==> config.mk <==
export PLATFORM = sky130hd
export DESIGN_NAME = defender_input_ctrl_flat
export DESIGN_NICKNAME = d
export VERILOG_FILES = /design/src/rtl/defender_input_pkg.sv /design/src/rtl/defender_input_ctrl_if.sv /design/src/rtl/defender_coin_seq.sv /design/src/rtl/defender_input_ctrl.sv /design/src/flat_wrapper.sv
export SDC_FILE = /design/constraint.sdc
export NUM_CORES = 1
export LEC_CHECK = 0
export BUFFER_PORTS_ARGS = -buffer_cell sky130_fd_sc_hd__buf_2
export CORE_MARGIN = 8
export CORE_UTILIZATION = 30
export CTS_CLUSTER_DIAMETER = 120
export DETAILED_ROUTE_END_ITERATION = 6
export GPL_ROUTABILITY_DRIVEN = 0
export HOLD_SLACK_MARGIN = 0.15
export PLACE_DENSITY = 0.47
export SLEW_MARGIN = 20
export SYNTH_ARGS = -nofsm -noshare
export SYNTH_HDL_FRONTEND = slang
export SYNTH_SLANG_ARGS = --single-unit
==> constraint.sdc <==
create_clock -name clk_sys -period 7.2 [get_ports clk_sys]
set_input_delay 1.44 -clock clk_sys [delete_from_list [all_inputs] [get_ports clk_sys]]
set_output_delay 1.44 -clock clk_sys [all_outputs]
set_load 0.02 [all_outputs]
==> src/rtl/defender_input_pkg.sv <==
// Shared definitions for the Defender input controller: button bit map,
// PS/2 scancodes, held-key slots and the coin/start sequencer states.
package defender_input_pkg;

    localparam int BTN_ADVANCE     = 0;
    localparam int BTN_AUTO_UP     = 1;
    localparam int BTN_HS_RESET    = 2;
    localparam int BTN_COIN        = 3;
    localparam int BTN_ONE_PLAYER  = 4;
    localparam int BTN_TWO_PLAYERS = 5;
    localparam int BTN_FIRE        = 6;
    localparam int BTN_THRUST      = 7;
    localparam int BTN_SMART_BOMB  = 8;
    localparam int BTN_HYPERSPACE  = 9;
    localparam int BTN_REVERSE     = 10;
    localparam int BTN_DOWN        = 11;
    localparam int BTN_UP          = 12;
    localparam int BTN_W           = 13;

    localparam logic [7:0] SC_UP     = 8'h75;
    localparam logic [7:0] SC_DOWN   = 8'h72;
    localparam logic [7:0] SC_LEFT   = 8'h6B;
    localparam logic [7:0] SC_RIGHT  = 8'h74;
    localparam logic [7:0] SC_LSHIFT = 8'h12;
    localparam logic [7:0] SC_RSHIFT = 8'h59;
    localparam logic [7:0] SC_SPACE  = 8'h29;
    localparam logic [7:0] SC_F1     = 8'h05;
    localparam logic [7:0] SC_F2     = 8'h06;
    localparam logic [7:0] SC_CTRL   = 8'h14;
    localparam logic [7:0] SC_W      = 8'h1D;
    localparam logic [7:0] SC_A      = 8'h1C;
    localparam logic [7:0] SC_U      = 8'h3C;
    localparam logic [7:0] SC_H      = 8'h33;
    localparam logic [7:0] SC_1      = 8'h16;
    localparam logic [7:0] SC_2      = 8'h1E;
    localparam logic [7:0] SC_5      = 8'h2E;
    localparam logic [7:0] SC_6      = 8'h36;

    localparam int KEY_UP = 0, KEY_DOWN = 1, KEY_LEFT = 2, KEY_RIGHT = 3;
    localparam int KEY_LSHIFT = 4, KEY_RSHIFT = 5, KEY_SPACE = 6, KEY_F1 = 7;
    localparam int KEY_F2 = 8, KEY_CTRL = 9, KEY_W = 10, KEY_A = 11;
    localparam int KEY_U = 12, KEY_H = 13, KEY_1 = 14, KEY_2 = 15;
    localparam int KEY_5 = 16, KEY_6 = 17;
    localparam int NUM_KEYS  = 18;
    localparam int KEY_IDX_W = 5;
    localparam logic [KEY_IDX_W-1:0] KEY_NONE = 5'd31;

    typedef enum logic [2:0] {
        IDLE    = 3'd0,
        COIN    = 3'd1,
        GAP     = 3'd2,
        START   = 3'd3,
        RELEASE = 3'd4
    } seq_state_t;

    // Extended bit is not part of the lookup; unknown codes map to KEY_NONE.
    function automatic logic [KEY_IDX_W-1:0] key_index(input logic [7:0] code);
        case (code)
            SC_UP:     key_index = 5'(KEY_UP);
            SC_DOWN:   key_index = 5'(KEY_DOWN);
            SC_LEFT:   key_index = 5'(KEY_LEFT);
            SC_RIGHT:  key_index = 5'(KEY_RIGHT);
            SC_LSHIFT: key_index = 5'(KEY_LSHIFT);
            SC_RSHIFT: key_index = 5'(KEY_RSHIFT);
            SC_SPACE:  key_index = 5'(KEY_SPACE);
            SC_F1:     key_index = 5'(KEY_F1);
            SC_F2:     key_index = 5'(KEY_F2);
            SC_CTRL:   key_index = 5'(KEY_CTRL);
            SC_W:      key_index = 5'(KEY_W);
            SC_A:      key_index = 5'(KEY_A);
            SC_U:      key_index = 5'(KEY_U);
            SC_H:      key_index = 5'(KEY_H);
            SC_1:      key_index = 5'(KEY_1);
            SC_2:      key_index = 5'(KEY_2);
            SC_5:      key_index = 5'(KEY_5);
            SC_6:      key_index = 5'(KEY_6);
            default:   key_index = KEY_NONE;
        endcase
    endfunction

endpackage

==> src/rtl/defender_input_ctrl_if.sv <==
// Input/button bundle between hps_io, the input controller and the core.
interface defender_input_ctrl_if;
    import defender_input_pkg::*;

    logic [10:0]      ps2_key;
    logic [15:0]      joy;
    logic [BTN_W-1:0] btn;
    logic             seq_busy;

    modport master (output ps2_key, output joy, input btn, input seq_busy);
    modport slave  (input ps2_key, input joy, output btn, output seq_busy);
endinterface

==> src/rtl/defender_coin_seq.sv <==
// Coin/start sequencer: one rising edge of seq_req yields a timed coin pulse,
// a gap, then a timed one-player start pulse.
module defender_coin_seq
    import defender_input_pkg::*;
#(
    parameter int COIN_CYCLES  = 2400000,
    parameter int GAP_CYCLES   = 2400000,
    parameter int START_CYCLES = 2400000,
    parameter int CNT_W        = 24
) (
    input  logic clk_sys,
    input  logic reset,
    input  logic seq_req,
    output logic seq_coin,
    output logic seq_start,
    output logic seq_busy
);
    localparam logic [CNT_W-1:0] COIN_LOAD  = CNT_W'(COIN_CYCLES - 1);
    localparam logic [CNT_W-1:0] GAP_LOAD   = CNT_W'(GAP_CYCLES - 1);
    localparam logic [CNT_W-1:0] START_LOAD = CNT_W'(START_CYCLES - 1);
    localparam logic [CNT_W-1:0] CNT_ZERO   = {CNT_W{1'b0}};
    localparam logic [CNT_W-1:0] CNT_ONE    = {{(CNT_W-1){1'b0}}, 1'b1};

    seq_state_t       r_state, w_next_state;
    logic [CNT_W-1:0] r_timer, w_next_timer;
    logic             r_req_d, w_req_rise;
    logic             r_coin, r_start, r_busy;

    assign w_req_rise = seq_req & ~r_req_d;

    // State, timer and outputs; outputs follow the next state so they align with it.
    always_ff @(posedge clk_sys or posedge reset) begin
        if (reset) begin
            r_state <= IDLE;
            r_timer <= CNT_ZERO;
            r_req_d <= 1'b0;
            r_coin  <= 1'b0;
            r_start <= 1'b0;
            r_busy  <= 1'b0;
        end else begin
            r_state <= w_next_state;
            r_timer <= w_next_timer;
            r_req_d <= seq_req;
            r_coin  <= (w_next_state == COIN);
            r_start <= (w_next_state == START);
            r_busy  <= (w_next_state != IDLE);
        end
    end

    // Next-state and timer logic.
    always_comb begin
        w_next_state = r_state;
        w_next_timer = r_timer;
        case (r_state)
            IDLE: begin
                if (w_req_rise) begin
                    w_next_state = COIN;
                    w_next_timer = COIN_LOAD;
                end else begin
                    w_next_state = IDLE;
                end
            end
            COIN: begin
                if (r_timer == CNT_ZERO) begin
                    w_next_state = GAP;
                    w_next_timer = GAP_LOAD;
                end else begin
                    w_next_timer = r_timer - CNT_ONE;
                end
            end
            GAP: begin
                if (r_timer == CNT_ZERO) begin
                    w_next_state = START;
                    w_next_timer = START_LOAD;
                end else begin
                    w_next_timer = r_timer - CNT_ONE;
                end
            end
            START: begin
                if (r_timer == CNT_ZERO) begin
                    w_next_state = RELEASE;
                end else begin
                    w_next_timer = r_timer - CNT_ONE;
                end
            end
            RELEASE: begin
                if (!seq_req) begin
                    w_next_state = IDLE;
                end else begin
                    w_next_state = RELEASE;
                end
            end
            default: begin
                w_next_state = IDLE;
                w_next_timer = CNT_ZERO;
            end
        endcase
    end

    assign seq_coin  = r_coin;
    assign seq_start = r_start;
    assign seq_busy  = r_busy;
endmodule

==> src/rtl/defender_input_ctrl.sv <==
// Defender input controller: PS/2 held-key decode, joystick merge and
// registered button vector, with the coin/start sequencer attached.
module defender_input_ctrl
    import defender_input_pkg::*;
#(
    parameter int COIN_CYCLES  = 2400000,
    parameter int GAP_CYCLES   = 2400000,
    parameter int START_CYCLES = 2400000,
    parameter int CNT_W        = 24
) (
    input  logic                  clk_sys,
    input  logic                  reset,
    defender_input_ctrl_if.slave  bus
);
    logic                 r_old_toggle;
    logic                 r_armed;
    logic [NUM_KEYS-1:0]  r_keys;
    logic [BTN_W-1:0]     r_btn, w_btn;
    logic [KEY_IDX_W-1:0] w_key_idx;
    logic                 w_event, w_seq_req, w_seq_coin, w_seq_start, w_seq_busy;
    logic                 w_unused_bits;

    // r_armed keeps the first cycle after reset from seeing a stale toggle.
    assign w_event       = r_armed & (bus.ps2_key[10] ^ r_old_toggle);
    assign w_key_idx     = key_index(bus.ps2_key[7:0]);
    assign w_seq_req     = r_keys[KEY_F1] | bus.joy[8];
    assign w_unused_bits = &{1'b0, bus.ps2_key[8], bus.joy[15:9]};

    // Toggle tracking and per-key held state.
    always_ff @(posedge clk_sys or posedge reset) begin
        if (reset) begin
            r_old_toggle <= 1'b0;
            r_armed      <= 1'b0;
            r_keys       <= {NUM_KEYS{1'b0}};
        end else begin
            r_old_toggle <= bus.ps2_key[10];
            r_armed      <= 1'b1;
            if (w_event && (w_key_idx != KEY_NONE)) begin
                r_keys[w_key_idx] <= bus.ps2_key[9];
            end
        end
    end

    // Button merge of keys, joystick and sequencer pulses.
    always_comb begin
        w_btn                  = {BTN_W{1'b0}};
        w_btn[BTN_THRUST]      = r_keys[KEY_LEFT] | r_keys[KEY_RIGHT] | bus.joy[0] | bus.joy[1];
        w_btn[BTN_REVERSE]     = r_keys[KEY_LSHIFT] | r_keys[KEY_RSHIFT] | bus.joy[4];
        w_btn[BTN_FIRE]        = r_keys[KEY_SPACE] | bus.joy[5];
        w_btn[BTN_SMART_BOMB]  = r_keys[KEY_CTRL] | bus.joy[6];
        w_btn[BTN_HYPERSPACE]  = r_keys[KEY_W] | bus.joy[7];
        w_btn[BTN_DOWN]        = r_keys[KEY_DOWN] | bus.joy[2];
        w_btn[BTN_UP]          = r_keys[KEY_UP] | bus.joy[3];
        w_btn[BTN_ADVANCE]     = r_keys[KEY_A];
        w_btn[BTN_AUTO_UP]     = r_keys[KEY_U];
        w_btn[BTN_HS_RESET]    = r_keys[KEY_H];
        w_btn[BTN_TWO_PLAYERS] = r_keys[KEY_F2] | r_keys[KEY_2];
        w_btn[BTN_COIN]        = r_keys[KEY_5] | r_keys[KEY_6] | w_seq_coin;
        w_btn[BTN_ONE_PLAYER]  = r_keys[KEY_1] | w_seq_start;
    end

    // Registered button vector to the core.
    always_ff @(posedge clk_sys or posedge reset) begin
        if (reset) begin
            r_btn <= {BTN_W{1'b0}};
        end else begin
            r_btn <= w_btn;
        end
    end

    defender_coin_seq #(
        .COIN_CYCLES  (COIN_CYCLES),
        .GAP_CYCLES   (GAP_CYCLES),
        .START_CYCLES (START_CYCLES),
        .CNT_W        (CNT_W)
    ) u_coin_seq (
        .clk_sys   (clk_sys),
        .reset     (reset),
        .seq_req   (w_seq_req),
        .seq_coin  (w_seq_coin),
        .seq_start (w_seq_start),
        .seq_busy  (w_seq_busy)
    );

    assign bus.btn      = r_btn;
    assign bus.seq_busy = w_seq_busy;
endmodule

==> src/flat_wrapper.sv <==
// flat-port wrapper written by rule: the top's interface ports become plain ports
module defender_input_ctrl_flat import defender_input_pkg::*;
#(
    parameter int COIN_CYCLES  = 2400000,
    parameter int GAP_CYCLES   = 2400000,
    parameter int START_CYCLES = 2400000,
    parameter int CNT_W        = 24
)
  (clk_sys, reset, bus_ps2_key, bus_joy, bus_btn, bus_seq_busy);
  defender_input_ctrl_if bus_i ();
  input  logic clk_sys;
  input  logic reset;
  input wire logic [$bits(bus_i.ps2_key)-1:0] bus_ps2_key;
  input wire logic [$bits(bus_i.joy)-1:0] bus_joy;
  output wire logic [$bits(bus_i.btn)-1:0] bus_btn;
  output wire logic [$bits(bus_i.seq_busy)-1:0] bus_seq_busy;
  assign bus_i.ps2_key = bus_ps2_key;
  assign bus_i.joy = bus_joy;
  assign bus_btn = bus_i.btn;
  assign bus_seq_busy = bus_i.seq_busy;
  defender_input_ctrl #(.COIN_CYCLES(COIN_CYCLES), .GAP_CYCLES(GAP_CYCLES), .START_CYCLES(START_CYCLES), .CNT_W(CNT_W)) u_core (.clk_sys(clk_sys), .reset(reset), .bus(bus_i));
endmodule
==> out/qor.csv, run 1 <==
stage,metric,value,unit
global_route,vias in the first global route,2501,
sta,setup TNS,0,ns
global_route,antenna violations before repair,0,
min_path,WHS Endpoint,u_core.bus.btn[2]$_DFF_PP0_,
drt,DR WL/cell,16.1,um
sta,Clock Skew,0.00874,ns
global_route,first-pass GRT wire length,13.0,mm
min_path,hold path depth,0,
synthesis,total number of yosys warnings,0,
cts,"Clk Latency, worst-skew pair",0.35,ns
power,P_leak,0.00156,uW
cts,cts hold-fix bufs,0,
cells_and_area,Final #Nets,379,
critical_path,CP Capture Type,flip-flop,
critical_path,r2r setup slk,4.19,ns
sta,Max Slew Vio Count,0,
synthesis,Syn Nets,345,
power,P per Cell Area,268,nW/um^2
cells_and_area,most frequent cells in the layout,"dfrtp_1, buf_2, nand2_1, mux2_2, nor2_1",
cts,Root Driver,clkbuf_8,
cts,# H-tree levels,3,
placement,I/O Buffers,34,
sta,final hold violation count,0,
run_status,status,"complete, no violations",
critical_path,worst path bufs/invs,1,
power,Overall Power,1010,uW
sta,Fmax achieved,323,MHz
die,Starting Density,0.305,
critical_path,family with the most delay on the worst path,compound AO/OA/AOI/OAI gates,
cts,Post-CTS Setup Bufs,0,
synthesis,register area share after synthesis,0.491,
critical_path,worst path cell trace,buf_2 > o21bai_1 > o21ai_0 > o21ai_4 > or4_1 > a211oi_1,
die,core area,10700,um^2
sta,Worst Tran Pin Value,1.05,ns
min_path,Hold Crit Class,reg -> reg,
cells_and_area,Area growth syn-to-layout,15.4,%
cts,CTS buffer count,9,
cts,CTS tree,built,
sta,Tmin final,3.10,ns
global_route,largest net degree at the start of global routing,65,
sta,Setup-failing EPs final,0,
drt,"antenna viol nets, final",0,
critical_path,maximum fanout along the worst path,35,
cells_and_area,Final Cell Area,3760,um^2
power,Peak VDD IR,0.000137,V
drt,DRC violations left,0,
sta,max_slew headroom,0.299,
drt,DR vias,2595,
min_path,Hold Startpoint,u_core.r_keys[13]$_DFFE_PP0P_,
synthesis,Mapped Cells,314,
cells_and_area,antenna fix cells,0,
critical_path,largest stage delay on the critical path,0.58,ns
die,Die X,120,um
global_route,GR Overflow Total,0,
die,num rows,38,
sta,RSZ-0062 raised after global routing,no,
placement,placed cell areas,3550,um^2
synthesis,Mean Syn Cell Area,10.4,um^2
flow_run,max cap viols,0,
cts,Post-CTS Resized,0,
cts,clock transition at the registers of the reported paths,0.08,ns
die,num ports,43,
drt,DR pass1 iterations,4,
synthesis,"EDFF count, synth",0,
drt,final wirelength,7.95,mm
die,die area,14500,um^2
critical_path,worst reg2reg path depth,7,
placement,HPWL Detailed,5.36,mm
cells_and_area,layout cells sized above 1,0.269,
sta,tightest hold margin,0.376,ns
critical_path,Crit Reg-Reg Startpoint,u_core.u_coin_seq.r_timer[0]$_DFFE_PP0P_,
sta,final period utilization,0.430,
critical_path,critical path class,in -> reg,
drt,DR iter-0 viols,196,
cells_and_area,"commonest non-fill, non-tap cell in the layout",dfrtp_1,
critical_path,type of origin of the critical path,input pin,
synthesis,Synth Register Bits,64,
drt,vias per cell,5.26,
critical_path,FF-to-FF End,u_core.u_coin_seq.r_timer[23]$_DFFE_PP0P_,
synthesis,Async SR Flop Fraction,1.00,
critical_path,CP max stage cell,or4_1,
synthesis,Cell variety after synth,53,
cts,clock sinks,64,
die,Die H,120,um
critical_path,Required @ worst endpoint,7.45,ns
global_route,Global Route Usage Sum,0.113,
critical_path,Worst EP arrival,3.35,ns
synthesis,Synth Cell Area,3260,um^2
cts,Max Buffers Root-to-Sink,2,
synthesis,Main synth FF type,dfrtp_1,
==> sequential cells by signal (all words and copies together), names as in the netlist <==
register	cells
u_core.r_old_toggle	1
u_core.u_coin_seq.r_state	3
u_core.r_keys	18
u_core.u_coin_seq.seq_coin	1
u_core.bus.btn	13
u_core.u_coin_seq.seq_start	1
u_core.u_coin_seq.r_req_d	1
u_core.u_coin_seq.r_timer	24
u_core.u_coin_seq.seq_busy	1
u_core.r_armed	1
==> per-stage QoR <==
| step | cells | worst slack, ns | util |
|---|---|---|---|
| final | 493 | 4.10 | 0.351 |
| after global routing | 493 | 3.97 | 0.351 |
| after CTS | 493 | 4.12 | 0.351 |
| after detailed placement | 477 | 3.72 | 0.332 |
| after global placement | 477 | 3.78 | 0.332 |
| after floorplan | 314 | 4.16 | - |
==> per-layer routing <==
metal  track usage  up-vias  part of all wire
met5             0        -                 0
met2         0.174       56              0.46
li1              -     1260                 -
met1         0.146     1266              0.47
met4        0.0476        0             0.017
met3        0.0336       13             0.055
==> worst max-delay path by stage <==
stage                                                      endpoint       start  slack (ns)  cells after the start
after floorplan                         u_core.bus.btn[0]$_DFF_PP0_       reset        4.16                      1
after global placement    u_core.u_coin_seq.r_timer[12]$_DFFE_PP0P_  bus_joy[8]        3.78                      5
after detailed placement  u_core.u_coin_seq.r_timer[11]$_DFFE_PP0P_  bus_joy[8]        3.72                      5
after CTS                 u_core.u_coin_seq.r_timer[23]$_DFFE_PP0P_  bus_joy[8]        4.12                      6
after global routing      u_core.u_coin_seq.r_timer[23]$_DFFE_PP0P_  bus_joy[8]        3.97                      6
final                     u_core.u_coin_seq.r_timer[23]$_DFFE_PP0P_  bus_joy[8]        4.10                      6
==> power by group <==
| part | total, uW | switching [uW] | internal (uW) | leakage, uW |
|---|---|---|---|---|
| registers | 476 | 61.8 | 414 | 0.000812 |
| clock network | 323 | 145 | 177 | 0.000101 |
| logic | 209 | 114 | 94.6 | 0.000647 |
==> Yosys cell counts, drive strengths merged, types with 8 or more instances <==
| master | n | area share |
|---|---|---|
| nand3 | 11 | 0.017 |
| a211oi | 9 | 0.030 |
| nor2 | 17 | 0.020 |
| or2 | 13 | 0.025 |
| nand2b | 8 | 0.015 |
| nor4 | 13 | 0.029 |
| dfrtp | 64 | 0.49 |
| o31ai | 10 | 0.023 |
| mux2 | 18 | 0.062 |
| nor3 | 12 | 0.018 |
| or4 | 16 | 0.038 |
| or3 | 8 | 0.015 |
| o21ai | 13 | 0.023 |
| inv | 8 | 0.0092 |
| a21oi | 9 | 0.014 |
| nand2 | 25 | 0.029 |
==> final cells by class <==
| cell class | instances | area, um^2 |
|---|---|---|
| Clock inverter | 5 | 55.1 |
| Fill cell | 1111 | 6940 |
| Timing Repair Buffer | 35 | 178 |
| Inverter | 8 | 30.0 |
| Sequential cell | 64 | 1600 |
| Multi-Input combinational cell | 230 | 1570 |
| Tap cell | 140 | 175 |
| Clock buffer | 11 | 151 |
==> kinds of logic after synthesis <==
family,count (synthesis),synth area share
AO/OA/AOI/OAI,67,0.157
XOR/XNOR,3,0.00806
adder cells (fa/ha/maj),2,0.00768
buffers and inverters,20,0.0296
flip-flops,64,0.491
multiplexers,18,0.0622
other,1,0.00115
AND/OR/NAND/NOR,139,0.243
(Power assumes the default switching activity.)
==> run 2, diff against run 1 <==
==> constraint.sdc (replaced) <==
create_clock -name clk_sys -period 2.9 [get_ports clk_sys]
set_input_delay 0.58 -clock clk_sys [delete_from_list [all_inputs] [get_ports clk_sys]]
set_output_delay 0.58 -clock clk_sys [all_outputs]
set_load 0.02 [all_outputs]
==> out/qor.csv, run 2 (same netlist as run 1, synthesis figures left out) <==
stage,metric,value,unit,change
cts,clock sinks,64,,unchanged
cts,Root Driver,clkbuf_8,,
drt,met2 wire length,3.79,mm,+3.9%
die,num ports,43,,unchanged
cells_and_area,layout cells sized above 1,0.296,,+0.0268
drt,DR pass1 iterations,4,,unchanged
critical_path,critical path class,reg -> reg,,
placement,placed cell areas,3670,um^2,+3.2%
sta,fin worst setup slack,0.187,ns,-3.92 ns
drt,DR vias,2638,,+1.7%
critical_path,maximum fanout along the worst path,7,,-80%
flow_run,max cap viols,0,,unchanged
min_path,Hold Crit Class,in -> async,,
global_route,antenna violations before repair,0,,unchanged
cts,Post-CTS Resized,0,,unchanged
cells_and_area,most frequent cells in the layout,"dfrtp_1, buf_2, nand2_1, mux2_2, nor2_1",,
global_route,largest net degree at the start of global routing,38,,-42%
cts,"Clk Latency, worst-skew pair",0.34,ns,about the same
drt,final wirelength,8.06,mm,+1.3%
die,core area,10700,um^2,unchanged
drt,DR iter-0 viols,181,,-7.7%
cts,CTS buffer count,9,,unchanged
global_route,Global Route Usage Sum,0.115,,+0.00181
cts,CTS tree,built,,
drt,Met3 Routed Length,348,um,-20%
cts,Post-CTS Setup Bufs,0,,unchanged
cts,cts hold-fix bufs,0,,unchanged
die,Die X,120,um,unchanged
cts,# H-tree levels,3,,unchanged
drt,WL met1,3.81,mm,+2.0%
die,Die H,120,um,unchanged
drt,DR WL/cell,16.0,um,-1.1%
cells_and_area,max reg flops,24,,unchanged
sta,max_slew headroom,0.402,,+0.103
sta,Clock Skew,0.0125,ns,+0.00374 ns
sta,Max Slew Vio Count,0,,unchanged
drt,vias per cell,5.22,,-0.76%
sta,setup TNS,0,ns,unchanged
sta,Fmax achieved,369,MHz,
critical_path,Worst EP arrival,2.88,ns,-0.47 ns
global_route,first-pass GRT wire length,13.2,mm,+1.9%
critical_path,type of origin of the critical path,flip-flop,,
power,P_leak,0.00161,uW,+3.4%
cells_and_area,Reg with most FFs,u_core.u_coin_seq.r_timer,,
run_status,status,"complete, no violations",,
placement,HPWL Detailed,5.58,mm,+4.2%
sta,RSZ-0062 raised after global routing,no,,
sta,Setup-failing EPs final,0,,unchanged
cts,Max Buffers Root-to-Sink,2,,unchanged
cells_and_area,antenna fix cells,0,,unchanged
global_route,GR Overflow Total,0,,unchanged
drt,uppermost layer routed,met4,,
placement,pre-CTS WS,0.192,ns,-3.53 ns
cells_and_area,Final #Nets,391,,+3.2%
power,P per Cell Area,627,nW/um^2,+130%
power,Overall Power,2420,uW,+140%
die,die area,14500,um^2,unchanged
sta,final period utilization,0.936,,
sta,Worst Tran Pin Value,0.891,ns,-0.159 ns
die,num rows,38,,unchanged
drt,DRC violations left,0,,unchanged
critical_path,Required @ worst endpoint,3.07,ns,-4.38 ns
placement,I/O Buffers,34,,unchanged
sta,tightest hold margin,0.314,ns,-0.0628 ns
sta,Tmin final,2.71,ns,
global_route,vias in the first global route,2550,,+2.0%
critical_path,CP Capture Type,flip-flop,,
cells_and_area,"commonest non-fill, non-tap cell in the layout",dfrtp_1,,
cells_and_area,Final Cell Area,3870,um^2,+2.8%
die,Starting Density,0.305,,unchanged
cts,clock transition at the registers of the reported paths,0.08,ns,about the same
power,Peak VDD IR,0.000305,V,+120%
cells_and_area,Area growth syn-to-layout,18.6,%,
drt,"antenna viol nets, final",0,,unchanged
sta,final hold violation count,0,,unchanged
-- run 2: path summary, 6_finish.rpt --
path / from / to / depth (start not counted) / slack (ns)
min in group clk_sys: bus_ps2_key[10] / u_core.r_old_toggle$_DFF_PP0_ / 1 / 0.38
max in group asynchronous: reset / u_core.u_coin_seq.seq_coin$_DFF_PP0_ / 3 / 1.96
worst max register to register: u_core.u_coin_seq.r_timer[0]$_DFFE_PP0P_ / u_core.u_coin_seq.r_timer[11]$_DFFE_PP0P_ / 7 / 0.19
worst min-delay path: reset / u_core.u_coin_seq.r_timer[2]$_DFFE_PP0P_ / 2 / 0.31
worst min register to register: u_core.r_keys[11]$_DFFE_PP0P_ / u_core.bus.btn[0]$_DFF_PP0_ / 0 / 0.38
worst max-delay path: u_core.u_coin_seq.r_timer[0]$_DFFE_PP0P_ / u_core.u_coin_seq.r_timer[11]$_DFFE_PP0P_ / 7 / 0.19
-- run 2: routing by layer --
layer,vias up,GRT usage
met2,42,0.177
met5,-,0
met4,0,0.0507
met1,1294,0.149
met3,12,0.0317
li1,1290,-
-- run 2: metrics by stage --
stage               std cells  utilization
finish                    505        0.361
global placement          489        0.343
detailed placement        489        0.343
floorplan                 314            -
CTS                       505        0.360
global route              505        0.361
-- run 2: cell type report --
class,count,area (um^2)
fillers,1082,6830
clock inverters,6,45.0
inverters,8,30.0
repair buffers,47,293
well taps,140,175
clock buffers,10,138
flip-flops and latches,64,1600
multi-input cells,230,1580
-- run 2: report_power, final --
group | total [uW] | switching (uW) | internal [uW] | leakage, uW
clock network | 701 | 367 | 334 | 0.0000845
registers | 1180 | 152 | 1030 | 0.000812
logic | 544 | 291 | 253 | 0.000717
-- run 2: critical path, cell delays in order, from the launching register on --
cell and delay [ns]:
dfrtp_1 0.44, inv_1 0.10, ha_1 0.14, or4b_1 0.55, or4_4 0.59, o21a_1 0.29
nand2_1 0.26, o2111ai_1 0.18
==> run 3, diff against run 2 <==
--- a/config.mk
+++ b/config.mk
@@ -12,7 +12,6 @@
 export DETAILED_ROUTE_END_ITERATION = 6
 export GPL_ROUTABILITY_DRIVEN = 0
 export HOLD_SLACK_MARGIN = 0.15
-export PLACE_DENSITY = 0.47
 export SLEW_MARGIN = 20
 export SYNTH_ARGS = -nofsm -noshare
 export SYNTH_HDL_FRONTEND = slang
==> out/qor.csv, run 3 (same netlist as run 1, synthesis figures left out) <==
stage,metric,value,unit,change
run_status,status,"complete, no violations",,
drt,DR iter-0 viols,199,,+9.9%
critical_path,worst path bufs/invs,2,,+1
critical_path,FF-to-FF End,u_core.u_coin_seq.r_timer[19]$_DFFE_PP0P_,,
drt,met2 wire length,3.58,mm,-5.4%
drt,Met3 Routed Length,381,um,+9.5%
placement,pre-CTS WS,0.188,ns,-0.00387 ns
placement,HPWL Detailed,5.42,mm,-2.9%
sta,final period utilization,0.898,,-0.0373
critical_path,CP Capture Type,flip-flop,,
cts,Root Driver,clkbuf_8,,
sta,Worst Tran Pin Value,0.836,ns,-0.0546 ns
global_route,Global Route Usage Sum,0.110,,-0.00459
drt,final wirelength,7.55,mm,-6.3%
power,P per Cell Area,679,nW/um^2,+8.2%
drt,DRC violations left,0,,unchanged
cells_and_area,area taken by multi-input logic gates,1590,um^2,+0.55%
die,Die X,120,um,unchanged
critical_path,critical path depth,8,,+1
die,num rows,38,,unchanged
cells_and_area,antenna fix cells,0,,unchanged
drt,vias per cell,5.32,,+1.9%
power,Peak VDD IR,0.000269,V,-12%
critical_path,type of origin of the critical path,flip-flop,,
sta,Fmax achieved,384,MHz,+4.2%
critical_path,r2r setup slk,0.29,ns,+0.11 ns
critical_path,maximum fanout along the worst path,9,,+2
cells_and_area,Final #Nets,389,,-0.51%
power,P_leak,0.00165,uW,+2.1%
critical_path,Required @ worst endpoint,3.10,ns,+0.03 ns
placement,I/O Buffers,34,,unchanged
global_route,antenna violations before repair,0,,unchanged
global_route,first-pass GRT wire length,13.0,mm,-1.7%
cts,Post-CTS Resized,0,,unchanged
sta,tightest hold margin,0.243,ns,-0.0701 ns
min_path,Hold Crit Class,in -> async,,
critical_path,family with the most delay on the worst path,simple AND/OR/NAND/NOR gates,,
drt,DR vias,2671,,+1.3%
cts,"Clk Latency, worst-skew pair",0.34,ns,about the same
cells_and_area,"commonest non-fill, non-tap cell in the layout",dfrtp_1,,
drt,WL met1,3.49,mm,-8.4%
critical_path,Setup crit end,u_core.u_coin_seq.r_timer[19]$_DFFE_PP0P_,,
cts,# H-tree levels,3,,unchanged
cts,CTS tree,built,,
cts,Post-CTS Setup Bufs,0,,unchanged
sta,Tmin final,2.61,ns,-0.108 ns
sta,final hold violation count,0,,unchanged
sta,Setup-failing EPs final,0,,unchanged
cts,clock transition at the registers of the reported paths,0.08,ns,about the same
cells_and_area,max reg flops,24,,unchanged
die,core area,10700,um^2,unchanged
critical_path,CP max stage cell,or4b_1,,
global_route,largest net degree at the start of global routing,36,,-5.3%
die,Die H,120,um,unchanged
global_route,vias in the first global route,2699,,+5.8%
cells_and_area,most frequent cells in the layout,"dfrtp_1, buf_2, nand2_1, mux2_2, nor2_1",,
cts,cts hold-fix bufs,0,,unchanged
cts,CTS buffer count,9,,unchanged
critical_path,critical path class,reg -> reg,,
cells_and_area,Reg with most FFs,u_core.u_coin_seq.r_timer,,
flow_run,max cap viols,0,,unchanged
cells_and_area,layout cells sized above 1,0.290,,-0.00584
global_route,GR Overflow Total,0,,unchanged
sta,setup TNS,0,ns,unchanged
drt,"antenna viol nets, final",0,,unchanged
cts,clock sinks,64,,unchanged
sta,max_slew headroom,0.439,,+0.0367
sta,RSZ-0062 raised after global routing,no,,
drt,DR pass1 iterations,5,,+1
drt,uppermost layer routed,met4,,
critical_path,largest stage delay on the critical path,0.52,ns,-0.07 ns
critical_path,worst reg2reg path depth,8,,+1
cells_and_area,final core utilization,0.364,,+0.00292
cells_and_area,Area growth syn-to-layout,19.6,%,
sta,fin worst setup slack,0.295,ns,+0.108 ns
die,die area,14500,um^2,unchanged
die,Starting Density,0.305,,unchanged
critical_path,Worst EP arrival,2.80,ns,-0.08 ns
sta,Clock Skew,0.00866,ns,-0.00382 ns
cells_and_area,Filler Cells Inserted,1092,,+0.92%
critical_path,worst path cell trace,inv_1 > ha_1 > or4b_1 > or2_1 > nor4_4 > o31a_1 > buf_4 > a211oi_1,,
critical_path,Crit Reg-Reg Startpoint,u_core.u_coin_seq.r_timer[0]$_DFFE_PP0P_,,
critical_path,Critical path origin,u_core.u_coin_seq.r_timer[0]$_DFFE_PP0P_,,
sta,Max Slew Vio Count,0,,unchanged
die,num ports,43,,unchanged
cts,Max Buffers Root-to-Sink,2,,unchanged
drt,DR WL/cell,15.0,um,-5.8%
cells_and_area,storage element area,1600,um^2,unchanged
[run 3: stage by stage]
step / area [um^2] / total power (uW) / std cells
2_1_floorplan: 3260 / 1560 / 314
3_3_place_gp: 3640 / 1710 / 487
3_5_place_dp: 3640 / 1730 / 487
4_1_cts: 3870 / 2660 / 502
5_1_grt: 3900 / 2800 / 502
6_report: 3900 / 2640 / 502
[run 3: how the worst min path moves through the flow]
stage                                             start                            to  slack [ns]
after detailed placement  u_core.r_keys[12]$_DFFE_PP0P_   u_core.bus.btn[1]$_DFF_PP0_        0.36
after CTS                                         reset  u_core.r_keys[1]$_DFFE_PP0P_        0.26
after global placement    u_core.r_keys[12]$_DFFE_PP0P_   u_core.bus.btn[1]$_DFF_PP0_        0.36
after floorplan           u_core.r_keys[11]$_DFFE_PP0P_   u_core.bus.btn[0]$_DFF_PP0_        0.35
final                                             reset  u_core.r_keys[1]$_DFFE_PP0P_        0.24
after global routing                              reset  u_core.r_keys[1]$_DFFE_PP0P_        0.27
[run 3: cell type report]
| class | instances | area share |
|---|---|---|
| Clock buffer | 9 | 0.0318 |
| Clock inverter | 6 | 0.0279 |
| Inverter | 8 | 0.00770 |
| Multi-Input combinational cell | 230 | 0.409 |
| Sequential cell | 64 | 0.411 |
| Tap cell | 140 | 0.0449 |
| Timing Repair Buffer | 45 | 0.0681 |
[run 3: where the power goes]
part	internal, uW	switching [uW]
logic	252	291
clock network	565	356
registers	1030	153
[run 3: worst reg2reg max path, stage by stage (launching register included)]
cell      delay (ns)
dfrtp_1         0.43
inv_1           0.10
ha_1            0.14
or4b_1          0.52
or2_1           0.32
nor4_4          0.47
o31a_1          0.20
buf_4           0.20
a211oi_1        0.07
[run 3: routing by layer]
metal  vias to the layer above  track usage
met2                        60        0.180
met3                        10       0.0420
met1                      1325        0.133
met4                         0       0.0336
li1                       1276            -
met5                         -            0
